### config.mk
export PLATFORM = sky130hd
export DESIGN_NAME = sentinel_auth_initiator_flat
export DESIGN_NICKNAME = d
export VERILOG_FILES = /design/src/rtl/sentinel_pkg.sv /design/src/rtl/sentinel_auth_initiator_if.sv /design/src/rtl/sentinel_resp_sync.sv /design/src/rtl/sentinel_auth_initiator.sv /design/src/flat_wrapper.sv
export SDC_FILE = /design/constraint.sdc
export NUM_CORES = 1
export LEC_CHECK = 0
export ABC_AREA = 1
export ABC_CLOCK_PERIOD_IN_PS = 2700
export CAP_MARGIN = 5
export CORE_ASPECT_RATIO = 1.4
export CORE_UTILIZATION = 40
export DETAILED_ROUTE_END_ITERATION = 16
export GPL_TIMING_DRIVEN = 1
export PLACE_DENSITY_LB_ADDON = 0.05
export SLEW_MARGIN = 25
export SYNTH_ARGS = -nofsm -noshare
export SYNTH_HDL_FRONTEND = slang
export SYNTH_SLANG_ARGS = --single-unit
### constraint.sdc
create_clock -name clk -period 2.7 [get_ports clk]
set_clock_uncertainty 0.05 [all_clocks]
set_input_delay 0.54 -clock clk [delete_from_list [all_inputs] [get_ports clk]]
set_output_delay 0.54 -clock clk [all_outputs]
set_load 0.01 [all_outputs]
### src/rtl/sentinel_pkg.sv
// Shared constants and types for the Sentinel lock initiator.
//   SEG_* / STATUS_*  : display and status codes the lock can present
//   SENTINEL_KEY      : key the lock accepts
//   resp_class_t      : classification of a synchronized (seg, status) pair
//   init_state_t      : initiator FSM states
//   classify()        : maps a (seg, status) pair onto resp_class_t
package sentinel_pkg;
  localparam logic [7:0] SEG_LOCKED   = 8'hC7;
  localparam logic [7:0] SEG_VERIFIED = 8'hC1;
  localparam logic [7:0] SEG_OFF      = 8'hFF;
  localparam logic [7:0] STATUS_GLOW  = 8'hFF;
  localparam logic [7:0] STATUS_DARK  = 8'h00;
  localparam logic [7:0] SENTINEL_KEY = 8'hB6;

  typedef enum logic [1:0] {VER, LOCK, OFF, BAD} resp_class_t;

  typedef enum logic [2:0] {IDLE, DRIVE, SAMPLE, REPORT, LOCKOUT} init_state_t;

  function automatic resp_class_t classify(input logic [7:0] seg, input logic [7:0] status);
    if (seg == SEG_VERIFIED && status == STATUS_GLOW) return VER;
    if (seg == SEG_LOCKED   && status == STATUS_DARK) return LOCK;
    if (seg == SEG_OFF      && status == STATUS_DARK) return OFF;
    return BAD;
  endfunction
endpackage

### src/rtl/sentinel_auth_initiator_if.sv
// Bundle between a controller and the Sentinel initiator.
//   master : controller side (drives start/key_in/clear_lockout and the lock response)
//   slave  : initiator side (drives key toward the lock and the attempt status)
interface sentinel_auth_initiator_if #(parameter int MAX_FAILS = 3);
  localparam int FCW = $clog2(MAX_FAILS + 1);

  logic           start;
  logic [7:0]     key_in;
  logic           clear_lockout;
  logic [7:0]     seg_in;
  logic [7:0]     status_in;
  logic [7:0]     key_out;
  logic           key_valid;
  logic           busy;
  logic           done;
  logic           pass;
  logic           fault;
  logic           lockout;
  logic [FCW-1:0] fail_count;

  modport master (
    output start, key_in, clear_lockout, seg_in, status_in,
    input  key_out, key_valid, busy, done, pass, fault, lockout, fail_count
  );

  modport slave (
    input  start, key_in, clear_lockout, seg_in, status_in,
    output key_out, key_valid, busy, done, pass, fault, lockout, fail_count
  );
endinterface

### src/rtl/sentinel_resp_sync.sv
// Brings the lock's display and status buses into the clk domain through
// 2-flop synchronizers and classifies the synchronized pair every cycle.
//   clk, rst   : clock, async active-high reset
//   seg_in     : lock display code (async)
//   status_in  : lock status array (async)
//   cls        : classification of the synchronized pair
module sentinel_resp_sync
  import sentinel_pkg::*;
(
  input  logic        clk,
  input  logic        rst,
  input  logic [7:0]  seg_in,
  input  logic [7:0]  status_in,
  output resp_class_t cls
);
  logic [1:0][7:0] seg_pipe, st_pipe;

  always_ff @(posedge clk or posedge rst) begin
    if (rst) begin
      seg_pipe <= '0;
      st_pipe  <= '0;
    end else begin
      seg_pipe <= {seg_pipe[0], seg_in};
      st_pipe  <= {st_pipe[0], status_in};
    end
  end

  assign cls = classify(seg_pipe[1], st_pipe[1]);
endmodule

### src/rtl/sentinel_auth_initiator.sv
// Initiator for the Sentinel lock port: drives a captured key, waits for the
// lock to settle, confirms a stable VER/LOCK response (or times out), reports
// the result and enforces a failed-attempt lockout.
//   clk, rst : clock, async active-high reset
//   bus      : slave side of sentinel_auth_initiator_if (control, key, response, status)
module sentinel_auth_initiator
  import sentinel_pkg::*;
#(
  parameter int SETTLE_CYCLES  = 4,
  parameter int CONFIRM_CYCLES = 3,
  parameter int TIMEOUT_CYCLES = 16,
  parameter int MAX_FAILS      = 3
) (
  input  logic                     clk,
  input  logic                     rst,
  sentinel_auth_initiator_if.slave bus
);
  localparam int FCW = $clog2(MAX_FAILS + 1);
  localparam int SW  = $clog2(SETTLE_CYCLES) + 1;
  localparam int CW  = $clog2(CONFIRM_CYCLES) + 1;
  localparam int TW  = $clog2(TIMEOUT_CYCLES) + 1;

  init_state_t    state, nstate;
  resp_class_t    cls, prev_cls;
  logic [7:0]     key_q;
  logic [SW-1:0]  settle_cnt;
  logic [CW-1:0]  conf_cnt;
  logic [TW-1:0]  tmo_cnt;
  logic [FCW-1:0] fail_q, fail_inc;
  logic           pass_q, fault_q;
  logic           conf_hit, conf_last, tmo_last;

  sentinel_resp_sync u_sync (
    .clk       (clk),
    .rst       (rst),
    .seg_in    (bus.seg_in),
    .status_in (bus.status_in),
    .cls       (cls)
  );

  // A hit is a valid verdict matching the previous cycle's; the last hit
  // accepts the result. Confirmation wins over timeout in the same cycle.
  assign conf_hit  = (cls == VER || cls == LOCK) && (cls == prev_cls);
  assign conf_last = conf_hit && (conf_cnt == CW'(CONFIRM_CYCLES - 1));
  assign tmo_last  = (tmo_cnt == TW'(TIMEOUT_CYCLES - 1));
  assign fail_inc  = (fail_q == FCW'(MAX_FAILS)) ? fail_q : fail_q + 1'b1;

  always_comb begin
    nstate = state;
    case (state)
      IDLE:    if (bus.start) nstate = DRIVE;
      DRIVE:   if (settle_cnt == SW'(SETTLE_CYCLES - 1)) nstate = SAMPLE;
      SAMPLE:  if (conf_last || tmo_last) nstate = REPORT;
      REPORT:  nstate = (fail_q == FCW'(MAX_FAILS)) ? LOCKOUT : IDLE;
      LOCKOUT: if (bus.clear_lockout) nstate = IDLE;
      default: nstate = IDLE;
    endcase
  end

  always_ff @(posedge clk or posedge rst) begin
    if (rst) begin
      state      <= IDLE;
      prev_cls   <= BAD;
      key_q      <= '0;
      settle_cnt <= '0;
      conf_cnt   <= '0;
      tmo_cnt    <= '0;
      fail_q     <= '0;
      pass_q     <= 1'b0;
      fault_q    <= 1'b0;
    end else begin
      state    <= nstate;
      prev_cls <= cls;
      case (state)
        IDLE: if (bus.start) begin
          key_q      <= bus.key_in;
          pass_q     <= 1'b0;
          fault_q    <= 1'b0;
          settle_cnt <= '0;
        end
        DRIVE: begin
          settle_cnt <= settle_cnt + 1'b1;
          conf_cnt   <= '0;
          tmo_cnt    <= '0;
        end
        SAMPLE: begin
          tmo_cnt  <= tmo_cnt + 1'b1;
          conf_cnt <= conf_hit ? conf_cnt + 1'b1 : '0;
          // Result registers load on entry to REPORT so they are valid with done.
          if (conf_last) begin
            pass_q <= (cls == VER);
            fail_q <= (cls == VER) ? '0 : fail_inc;
          end else if (tmo_last) begin
            fault_q <= 1'b1;
            fail_q  <= fail_inc;
          end
        end
        LOCKOUT: if (bus.clear_lockout) fail_q <= '0;
        default: ;
      endcase
    end
  end

  // Status outputs decode the state register so reset clears them at once.
  assign bus.key_valid  = (state == DRIVE) || (state == SAMPLE);
  assign bus.key_out    = bus.key_valid ? key_q : 8'h00;
  assign bus.busy       = bus.key_valid || (state == REPORT);
  assign bus.done       = (state == REPORT);
  assign bus.lockout    = (state == LOCKOUT);
  assign bus.pass       = pass_q;
  assign bus.fault      = fault_q;
  assign bus.fail_count = fail_q;
endmodule

### src/flat_wrapper.sv
// flat-port wrapper written by rule: the top's interface ports become plain ports
module sentinel_auth_initiator_flat import sentinel_pkg::*;
#(
  parameter int SETTLE_CYCLES  = 4,
  parameter int CONFIRM_CYCLES = 3,
  parameter int TIMEOUT_CYCLES = 16,
  parameter int MAX_FAILS      = 3
)
  (clk, rst, bus_start, bus_key_in, bus_clear_lockout, bus_seg_in, bus_status_in, bus_key_out, bus_key_valid, bus_busy, bus_done, bus_pass, bus_fault, bus_lockout, bus_fail_count);
  sentinel_auth_initiator_if #(.MAX_FAILS(MAX_FAILS)) bus_i ();
  input  logic clk;
  input  logic rst;
  input wire logic [$bits(bus_i.start)-1:0] bus_start;
  input wire logic [$bits(bus_i.key_in)-1:0] bus_key_in;
  input wire logic [$bits(bus_i.clear_lockout)-1:0] bus_clear_lockout;
  input wire logic [$bits(bus_i.seg_in)-1:0] bus_seg_in;
  input wire logic [$bits(bus_i.status_in)-1:0] bus_status_in;
  output wire logic [$bits(bus_i.key_out)-1:0] bus_key_out;
  output wire logic [$bits(bus_i.key_valid)-1:0] bus_key_valid;
  output wire logic [$bits(bus_i.busy)-1:0] bus_busy;
  output wire logic [$bits(bus_i.done)-1:0] bus_done;
  output wire logic [$bits(bus_i.pass)-1:0] bus_pass;
  output wire logic [$bits(bus_i.fault)-1:0] bus_fault;
  output wire logic [$bits(bus_i.lockout)-1:0] bus_lockout;
  output wire logic [$bits(bus_i.fail_count)-1:0] bus_fail_count;
  assign bus_i.start = bus_start;
  assign bus_i.key_in = bus_key_in;
  assign bus_i.clear_lockout = bus_clear_lockout;
  assign bus_i.seg_in = bus_seg_in;
  assign bus_i.status_in = bus_status_in;
  assign bus_key_out = bus_i.key_out;
  assign bus_key_valid = bus_i.key_valid;
  assign bus_busy = bus_i.busy;
  assign bus_done = bus_i.done;
  assign bus_pass = bus_i.pass;
  assign bus_fault = bus_i.fault;
  assign bus_lockout = bus_i.lockout;
  assign bus_fail_count = bus_i.fail_count;
  sentinel_auth_initiator #(.SETTLE_CYCLES(SETTLE_CYCLES), .CONFIRM_CYCLES(CONFIRM_CYCLES), .TIMEOUT_CYCLES(TIMEOUT_CYCLES), .MAX_FAILS(MAX_FAILS)) u_core (.clk(clk), .rst(rst), .bus(bus_i));
endmodule
==> flow_metrics.py, run 1 <==
metrics = {
    "outcome": {
        "status": "completed",
    },
    "finish": {
        "nFillCells": 582,
        "layout.nets": 359,
        "n_antenna_cell": 0,
        "area.growth.synth_to_final_pct": 30.4,
        "layout-drive-gt1-share_pct": 22.1,
    },
    "sta": {
        "setup_violations": 0,
        "fin_crit_sh_pct": 95.5,
        "worst_pin_slew_ns": 0.307,
        "max_freq_ghz": 0.388,
        "fin_setup_tns_ns": 0,
        "period_needed_ns": 2.58,
        "slew_headroom_pct": 79.5,
        "drv_slew": 0,
        "worst_slack_ns": 0.122,
        "hold_viol": 0,
    },
    "clock_network": {
        "path_clk_slew_ns": 0.06,
        "htreeDepth": 3,
        "clk-insertion-delay-late_ns": 0.34,
        "clockBufferDepth": 2,
        "cts_hold_buf": 0,
        "cts_sinks": 60,
        "cts_root_buf": "clkbuf_8",
        "cts_buffers": 9,
        "cts_tree": "built",
    },
    "synth": {
        "synthArstFlopShare_pct": 100,
        "synth.avg_cell_area_um2": 9.70,
        "synth_cells": 268,
        "synth_top_area_share_pct": 55.8,
        "synth_cell_type_count": 31,
        "ys_seq_area_share_pct": 57.8,
        "synth_edf_count": 0,
        "synth_warnings": 0,
        "synth_top_area_cell": "dfrtp_1",
        "ys.flop_type": "dfrtp_1",
        "ys_ff_latch": 60,
        "netlist_top_cells_count": "dfrtp_1 (58), nand2_1 (56), inv_1 (35), nor2_1 (35), nand3_1 (12)",
        "syn_area_um2": 2600,
        "synth.most_common_cell": "dfrtp_1",
        "synth_area_leaders": "dfrtp_1 (56%), nand2_1 (8.1%), inv_1 (5.1%)",
        "synth_fp_nets": 302,
    },
    "floorplanning": {
        "core_area_um2": 6250,
        "die_y_um": 97.4,
        "initial_core_util_pct": 41.6,
        "die_x_um": 70.1,
        "rows": 34,
        "io_pins": 44,
        "die_area_um2": 6830,
    },
    "worst_setup_path": {
        "cpPeakStageDelay_ns": 0.54,
        "path_common_cell": "nand2_4",
        "worstReg2RegEnd": "u_core.key_q[3]",
        "regToRegSetupSlack_ns": 0.97,
        "cp-start-kind": "flip-flop",
        "worstPathRequired_ns": 2.11,
        "critPathArrivalTime_ns": 1.99,
        "path_cells": "nor2_4, nand2_4, nand2_4, clkinvlp_4, nor2_1, clkdlybuf4s50_1",
        "cp.depth": 6,
        "path_delay_family": "buffers and inverters",
        "r2r-start": "u_core.tmo_cnt[0]",
        "cp-end-kind": "output pin",
        "cp_max_fo": 8,
        "criticalPathCategory": "flip-flop to output pin",
        "crit_slowest_cell": "clkdlybuf4s50_1",
        "worst-path-buf-inv": 2,
        "reg2reg_depth": 10,
    },
    "global_routing": {
        "grtUsageMet3_pct": 5.29,
        "met2_usage_pct": 26.3,
        "grt_first_pass_wirelength_um": 8230,
        "use_met1_pct": 16.9,
        "grt_pass1_vias": 1860,
        "antenna_found_initial": 0,
        "grt_max_degree": 61,
        "gr-max-usage-layer": "met2",
        "grt.total_usage_pct": 16.0,
        "overflow": 0,
    },
    "placed_design": {
        "place_ws_ns": 0.257,
        "gp_congestion": 0.776,
        "dpl.hpwl_um": 3320,
        "portBuffers": 43,
    },
    "routing": {
        "wirelength_um": 4730,
        "final_antenna_net_count": 0,
        "vias": 1858,
        "wire_per_inst_um": 11.8,
        "dr.pass1.iters": 4,
        "detail_route.iter0.violations": 135,
        "drcViolationCount": 0,
        "vias_per_cell": 4.62,
    },
    "pwr": {
        "leakage_nw": 1.62,
        "max-vdd-ir-drop_mv": 0.625,
        "pwr_density_cell_nw_per_um2": 962,
    },
    "run": {
        "cap_violations": 0,
    },
    "worst_hold_path": {
        "min_path_type": "flip-flop to flip-flop",
        "min_from": "u_core.u_sync.seg_pipe[0]",
        "hold_depth": 0,
        "hold_path_end": "u_core.u_sync.seg_pipe[8]",
    },
}
-- state kept, by name, summed over array words and instances (netlist names) --
name                    count
u_core.bus.fail_count       2
u_core.prev_cls             2
u_core.state                3
u_core.bus.fault            1
u_core.u_sync.st_pipe      16
u_core.conf_cnt             3
u_core.tmo_cnt              5
u_core.u_sync.seg_pipe     16
u_core.key_q                8
u_core.settle_cnt           3
u_core.bus.pass             1
-- timing repair --
action	in CTS	in global routing
endpoints found under the setup margin	8	8
pin swaps	0	1
setup buffers	1	2
gates resized for setup	4	7
cloned	1	0
-- cell families (layout without fill, tap and decap cells) --
family	count (synthesis)	count (layout)	share of synthesized area [%]
compound gates	25	25	7.07
flops	60	60	57.8
xor+xnor	1	1	0.337
simple gates	132	132	24.8
buf+inv	44	106	7.03
fa+ha+maj	6	6	2.89
-- final cells by class --
class                      count  area [um2]  area share, %
inverter                      42         164           4.83
timing repair buffer          47         473           13.9
timing repair inverter         1        7.51          0.221
sequential                    60        1510           44.5
clock inverter                 5        58.8           1.73
tap                           72        90.1           2.66
clock buffer                  11         151           4.46
multi-input combinational    164         938           27.7
-- cells in the final DEF (no fill, tap or decap), drive strengths merged --
| master | count |
|---|---|
| dfrtp | 58 |
| a32o | 1 |
| dfstp | 2 |
| a22o | 2 |
| clkdlybuf4s50 | 43 |
| ha | 6 |
| and2 | 1 |
| clkbuf | 11 |
| bufinv | 1 |
| nand2 | 65 |
| nor2 | 46 |
| xor2 | 1 |
| nor3 | 1 |
| inv | 42 |
| nand3 | 15 |
| o21ai | 14 |
| nand3b | 2 |
| clkinvlp | 4 |
| or2 | 1 |
| buf | 4 |
| o22ai | 1 |
| nand4 | 1 |
| clkinv | 1 |
| a21oi | 7 |
-- where the power goes --
part	switching, mW	internal, mW	leakage, nW	total [mW]
Combinational	0.676	0.556	0.791	1.23
Sequential	0.125	1.08	0.723	1.20
Clock	0.351	0.477	0.102	0.829
Total	1.15	2.11	1.62	3.26
-- per-stage QoR --
stage	power (mW)	std cells	hold slack, ns	util, %	area [um2]
final	3.26	402	0.298	54.2	3390
after global routing	3.51	402	0.306	54.2	3390
after detailed placement	2.34	382	0.285	49.9	3120
after CTS	3.26	400	0.300	53.6	3350
after floorplan	1.96	268	0.281	-	2600
after global placement	2.32	382	0.282	49.9	3120
-- metal layers --
metal  part of all wire (%)  vias to the layer above
met5                      0                        -
met4                    3.1                        0
met3                    3.1                       11
met2                     52                       31
met1                     41                      872
li1                       -                      944
-- worst max-delay path by stage --
stage	start	end	slack (ns)
after CTS	u_core.state[1]	bus_key_out[1]	0.02
after floorplan	rst	u_core.bus.fail_count[0]	0.63
after global placement	u_core.state[1]	bus_key_out[2]	0.31
after detailed placement	u_core.state[1]	bus_key_out[3]	0.26
after global routing	u_core.state[2]	bus_key_out[1]	-0.001
final	u_core.state[2]	bus_key_out[1]	0.12
Note: power is estimated with default switching activity, not from simulation.
==> run 2, diff against run 1 <==
- ABC_CLOCK_PERIOD_IN_PS: 2700 -> 3200
- clock period: 2.7 -> 3.2 ns (I/O delays scaled with it)
==> flow_metrics.py, run 2 (synthesized netlist as in run 1, its figures left out) <==
metrics = {
    "finish": {
        "reg_top3": "u_core.u_sync.seg_pipe: 16 flops, u_core.u_sync.st_pipe: 16 flops, u_core.key_q: 8 flops",
        "layout-drive-gt1-share_pct": 19.0,
        "final_common_cell": "dfrtp_1",
        "layout.nets": 355,
        "layout_common_cells": "dfrtp_1 (58), nand2_1 (56), clkdlybuf4s50_1 (43)",
        "fin_area_um2": 3330,
        "n_antenna_cell": 0,
        "final_util_pct": 53.3,
        "area.growth.synth_to_final_pct": 28.2,
        "nFillCells": 595,
    },
    "worst_setup_path": {
        "reg2reg_depth": 10,
        "crit_slowest_cell": "clkdlybuf4s50_1",
        "regToRegSetupSlack_ns": 1.48,
        "cp-end-kind": "output pin",
        "worstReg2RegEnd": "u_core.key_q[1]",
        "worstPathRequired_ns": 2.51,
        "criticalPathCategory": "flip-flop to output pin",
        "worst-path-buf-inv": 2,
        "cp_max_fo": 13,
        "path_delay_family": "buffers and inverters",
        "r2r-start": "u_core.tmo_cnt[0]",
        "path_cells": "nor2_1, nand2_1, nand2_2, inv_1, nor2_1, clkdlybuf4s50_1",
        "critPathArrivalTime_ns": 2.19,
        "cpPeakStageDelay_ns": 0.55,
        "cp-start-kind": "flip-flop",
        "path_common_cell": "nor2_1",
    },
    "routing": {
        "drcViolationCount": 0,
        "wire_per_inst_um": 11.3,
        "wirelength_um": 4510,
        "vias": 1797,
        "vias_per_cell": 4.52,
        "detail_route.iter0.violations": 75,
        "dr.pass1.iters": 4,
        "final_antenna_net_count": 0,
    },
    "sta": {
        "max_freq_ghz": 0.347,
        "fin_crit_sh_pct": 90.0,
        "fin_setup_tns_ns": 0,
        "drv_slew": 0,
        "worst_pin_slew_ns": 0.712,
        "period_needed_ns": 2.88,
        "setup_violations": 0,
        "rsz0062_at_grt": "no",
        "hold_viol": 0,
        "slew_headroom_pct": 52.5,
    },
    "pwr": {
        "max-vdd-ir-drop_mv": 0.575,
        "p_total_mw": 2.67,
        "leakage_nw": 1.60,
        "pwr_density_cell_nw_per_um2": 800,
    },
    "global_routing": {
        "gr-max-usage-layer": "met2",
        "antenna_found_initial": 0,
        "grt_pass1_vias": 1811,
        "grt.total_usage_pct": 15.2,
        "overflow": 0,
        "grt_max_degree": 34,
        "grt_first_pass_wirelength_um": 7930,
        "met2_usage_pct": 25.1,
        "use_met1_pct": 17.1,
        "grtUsageMet3_pct": 4.98,
    },
    "clock_network": {
        "clk-insertion-delay-late_ns": 0.33,
        "path_clk_slew_ns": 0.06,
        "cts_setup_buffers": 0,
        "cts_tree": "built",
        "cts_root_buf": "clkbuf_8",
        "cts_hold_buf": 0,
        "cts_sinks": 60,
        "htreeDepth": 3,
        "cts_buffers": 9,
        "cts_resized": 0,
        "clockBufferDepth": 2,
    },
    "placed_design": {
        "gp_congestion": 0.766,
        "dpl-instance-area_um2": 3120,
        "dpl.hpwl_um": 3340,
        "portBuffers": 43,
    },
    "run": {
        "cap_violations": 0,
    },
    "floorplanning": {
        "io_pins": 44,
        "core_area_um2": 6250,
        "rows": 34,
        "die_x_um": 70.1,
        "die_area_um2": 6830,
        "initial_core_util_pct": 41.6,
        "die_y_um": 97.4,
    },
    "worst_hold_path": {
        "hold_path_end": "u_core.u_sync.seg_pipe[8]",
        "min_from": "u_core.u_sync.seg_pipe[0]",
        "min_path_type": "flip-flop to flip-flop",
        "hold_depth": 0,
    },
    "outcome": {
        "status": "completed",
    },
}
==> run 2: cell types whose count changed in the layout (fill, tap and decap cells not counted), moves of 2 or more <==
cell / before / now
buf_4: 3 / 0
dfrtp_1: 55 / 58
dfrtp_2: 3 / 0
clkbuf_8: 11 / 9
clkinvlp_4: 4 / 2
nand2_4: 5 / 3
nor2_4: 5 / 3
==> run 2: cell type report <==
type	count	area (um2)	area share (%)
flip-flops and latches	60	1500	45.1
clock buffers	10	128	3.83
inverters	42	160	4.80
well taps	72	90.1	2.70
multi-input cells	164	913	27.4
repair buffers	44	450	13.5
clock inverters	6	88.8	2.66
==> run 2: through the flow <==
| stage | hold WS [ns] | cells | worst slack (ns) |
|---|---|---|---|
| floorplan | 0.281 | 268 | 1.03 |
| global placement | 0.283 | 382 | 0.709 |
| detailed placement | 0.285 | 382 | 0.636 |
| CTS | 0.300 | 398 | 0.259 |
| global route | 0.304 | 398 | 0.134 |
| finish | 0.298 | 398 | 0.321 |
==> run 2: routing by layer <==
metal | routed length, um | up-vias
li1 | - | 939
met1 | 1890 | 820
met2 | 2360 | 29
met3 | 151 | 9
met4 | 102 | 0
met5 | 0 | -
==> run 2: worst max path at each step <==
stage	slack (ns)	to	cells past startpoint	from
after global placement	0.71	bus_key_out[2]	6	u_core.state[1]
after detailed placement	0.64	bus_key_out[3]	6	u_core.state[1]
after floorplan	1.03	u_core.bus.fail_count[0]	1	rst
after CTS	0.26	bus_key_out[7]	6	u_core.state[1]
final	0.32	bus_key_out[7]	6	u_core.state[1]
after global routing	0.13	bus_key_out[5]	6	u_core.state[1]
==> run 2: worst register-to-register path: stages (launching register included) <==
cell and delay [ns]:
dfrtp_1 0.39, ha_1 0.17, nand2_1 0.07, nor2_1 0.11
ha_1 0.20, nor2_4 0.06, nor2_2 0.14, nand2_2 0.11
inv_4 0.19, nand2_1 0.10, o21ai_2 0.06
==> run 2: where the power goes <==
| group | internal, mW | leakage (nW) | switching [mW] |
|---|---|---|---|
| clock | 0.438 | 0.102 | 0.288 |
| sequential | 0.906 | 0.727 | 0.0941 |
| combinational | 0.414 | 0.771 | 0.529 |
==> run 3, diff against run 2 <==
- ABC_CLOCK_PERIOD_IN_PS: 3200 -> not set
- RECOVER_POWER: not set -> 100
==> flow_metrics.py, run 3 (synthesized netlist as in run 1, its figures left out) <==
metrics = {
    "sta": {
        "setup_violations": 0,
        "whs_ns": 0.298,
        "worst_pin_slew_ns": 1.24,
        "slew_headroom_pct": 17.3,
        "worst_slack_ns": 0.270,
        "fin_setup_tns_ns": 0,
        "hold_viol": 0,
        "fin_crit_sh_pct": 91.6,
        "drv_slew": 0,
        "max_freq_ghz": 0.341,
        "rsz0062_at_grt": "no",
        "period_needed_ns": 2.93,
    },
    "finish": {
        "area.growth.synth_to_final_pct": 24.1,
        "final_common_cell": "dfrtp_1",
        "layout.nets": 355,
        "fin_area_um2": 3230,
        "layout-drive-gt1-share_pct": 13.2,
        "n_antenna_cell": 0,
        "layout_common_cells": "dfrtp_1 (58), nand2_1 (57), nor2_1 (40)",
        "reg_top3": "u_core.u_sync.seg_pipe: 16 flops, u_core.u_sync.st_pipe: 16 flops, u_core.key_q: 8 flops",
    },
    "routing": {
        "wirelength_um": 4540,
        "final_antenna_net_count": 0,
        "wire_per_inst_um": 11.4,
        "drcViolationCount": 0,
        "vias_per_cell": 4.52,
        "detail_route.iter0.violations": 89,
        "vias": 1798,
        "dr.pass1.iters": 4,
    },
    "worst_setup_path": {
        "r2r-start": "u_core.tmo_cnt[0]",
        "worstReg2RegEnd": "u_core.key_q[4]",
        "cp-end-kind": "output pin",
        "reg2reg_depth": 10,
        "cp-start-kind": "flip-flop",
        "criticalPathCategory": "flip-flop to output pin",
        "regToRegSetupSlack_ns": 0.87,
        "worstPathRequired_ns": 2.51,
        "cp_max_fo": 13,
        "critPathArrivalTime_ns": 2.24,
    },
    "worst_hold_path": {
        "hold_depth": 0,
        "hold_path_end": "u_core.u_sync.seg_pipe[8]",
        "min_from": "u_core.u_sync.seg_pipe[0]",
        "min_path_type": "flip-flop to flip-flop",
    },
    "run": {
        "cap_violations": 0,
    },
    "global_routing": {
        "grt_pass1_vias": 1811,
        "grt_first_pass_wirelength_um": 7930,
        "antenna_found_initial": 0,
        "grt_max_degree": 34,
        "grt.total_usage_pct": 15.2,
        "overflow": 0,
    },
    "clock_network": {
        "path_clk_slew_ns": 0.06,
        "cts_buffers": 9,
        "cts_tree": "built",
        "clockBufferDepth": 2,
        "cts_sinks": 60,
        "cts_root_buf": "clkbuf_8",
        "cts_setup_buffers": 0,
        "cts_resized": 0,
        "htreeDepth": 3,
        "cts_hold_buf": 0,
        "clk-insertion-delay-late_ns": 0.33,
    },
    "pwr": {
        "leakage_nw": 1.61,
        "pwr_density_cell_nw_per_um2": 785,
        "p_total_mw": 2.53,
        "max-vdd-ir-drop_mv": 0.563,
    },
    "placed_design": {
        "place_ws_ns": 0.636,
        "dpl.hpwl_um": 3340,
        "dpl-instance-area_um2": 3120,
        "gp_congestion": 0.766,
        "portBuffers": 43,
    },
    "floorplanning": {
        "core_area_um2": 6250,
        "rows": 34,
        "io_pins": 44,
        "die_x_um": 70.1,
        "die_area_um2": 6830,
        "die_y_um": 97.4,
        "initial_core_util_pct": 41.6,
    },
    "outcome": {
        "status": "completed",
    },
}
[run 3: critical path, stage by stage (launching register included)]
cell	delay, ns
dfrtp_1	0.41
nor2_1	0.26
nand2_4	0.13
nand2_2	0.14
inv_1	0.22
nor2_1	0.14
dlygate4sd3_1	0.61
[run 3: how the worst max path moves through the flow]
stage | from | end | slack, ns | cells after the start
after detailed placement | u_core.state[1] | bus_key_out[3] | 0.64 | 6
after floorplan | rst | u_core.bus.fail_count[0] | 1.03 | 1
after global placement | u_core.state[1] | bus_key_out[2] | 0.71 | 6
after CTS | u_core.state[1] | bus_key_out[7] | 0.26 | 6
after global routing | u_core.state[1] | bus_key_out[5] | 0.09 | 6
final | u_core.state[2] | bus_key_out[7] | 0.27 | 6
[run 3: layer usage]
layer / global-route usage [%] / share of wire, % / vias to the layer above
li1: - / - / 933
met1: 17.1 / 42 / 826
met2: 25.1 / 52 / 30
met3: 4.98 / 3.1 / 9
met4: 8.46 / 2.2 / 0
met5: 0 / 0 / -
[run 3: power breakdown]
part	internal, mW	switching, mW
combinational	0.333	0.477
sequential	0.906	0.0893
clock	0.438	0.288
[run 3: through the flow]
stage | util [%] | instances
final | 51.6 | 398
after global routing | 51.6 | 398
after CTS | 53.3 | 398
after detailed placement | 49.9 | 382
after global placement | 49.9 | 382
after floorplan | - | 268
[run 3: area by class of cell]
| type | instances | area [um2] |
|---|---|---|
| clock buffer | 10 | 128 |
| clock inverter | 6 | 88.8 |
| fill | 621 | 3030 |
| inverter | 42 | 159 |
| multi-input combinational | 164 | 822 |
| sequential | 60 | 1500 |
| tap | 72 | 90.1 |
| timing repair buffer | 44 | 435 |
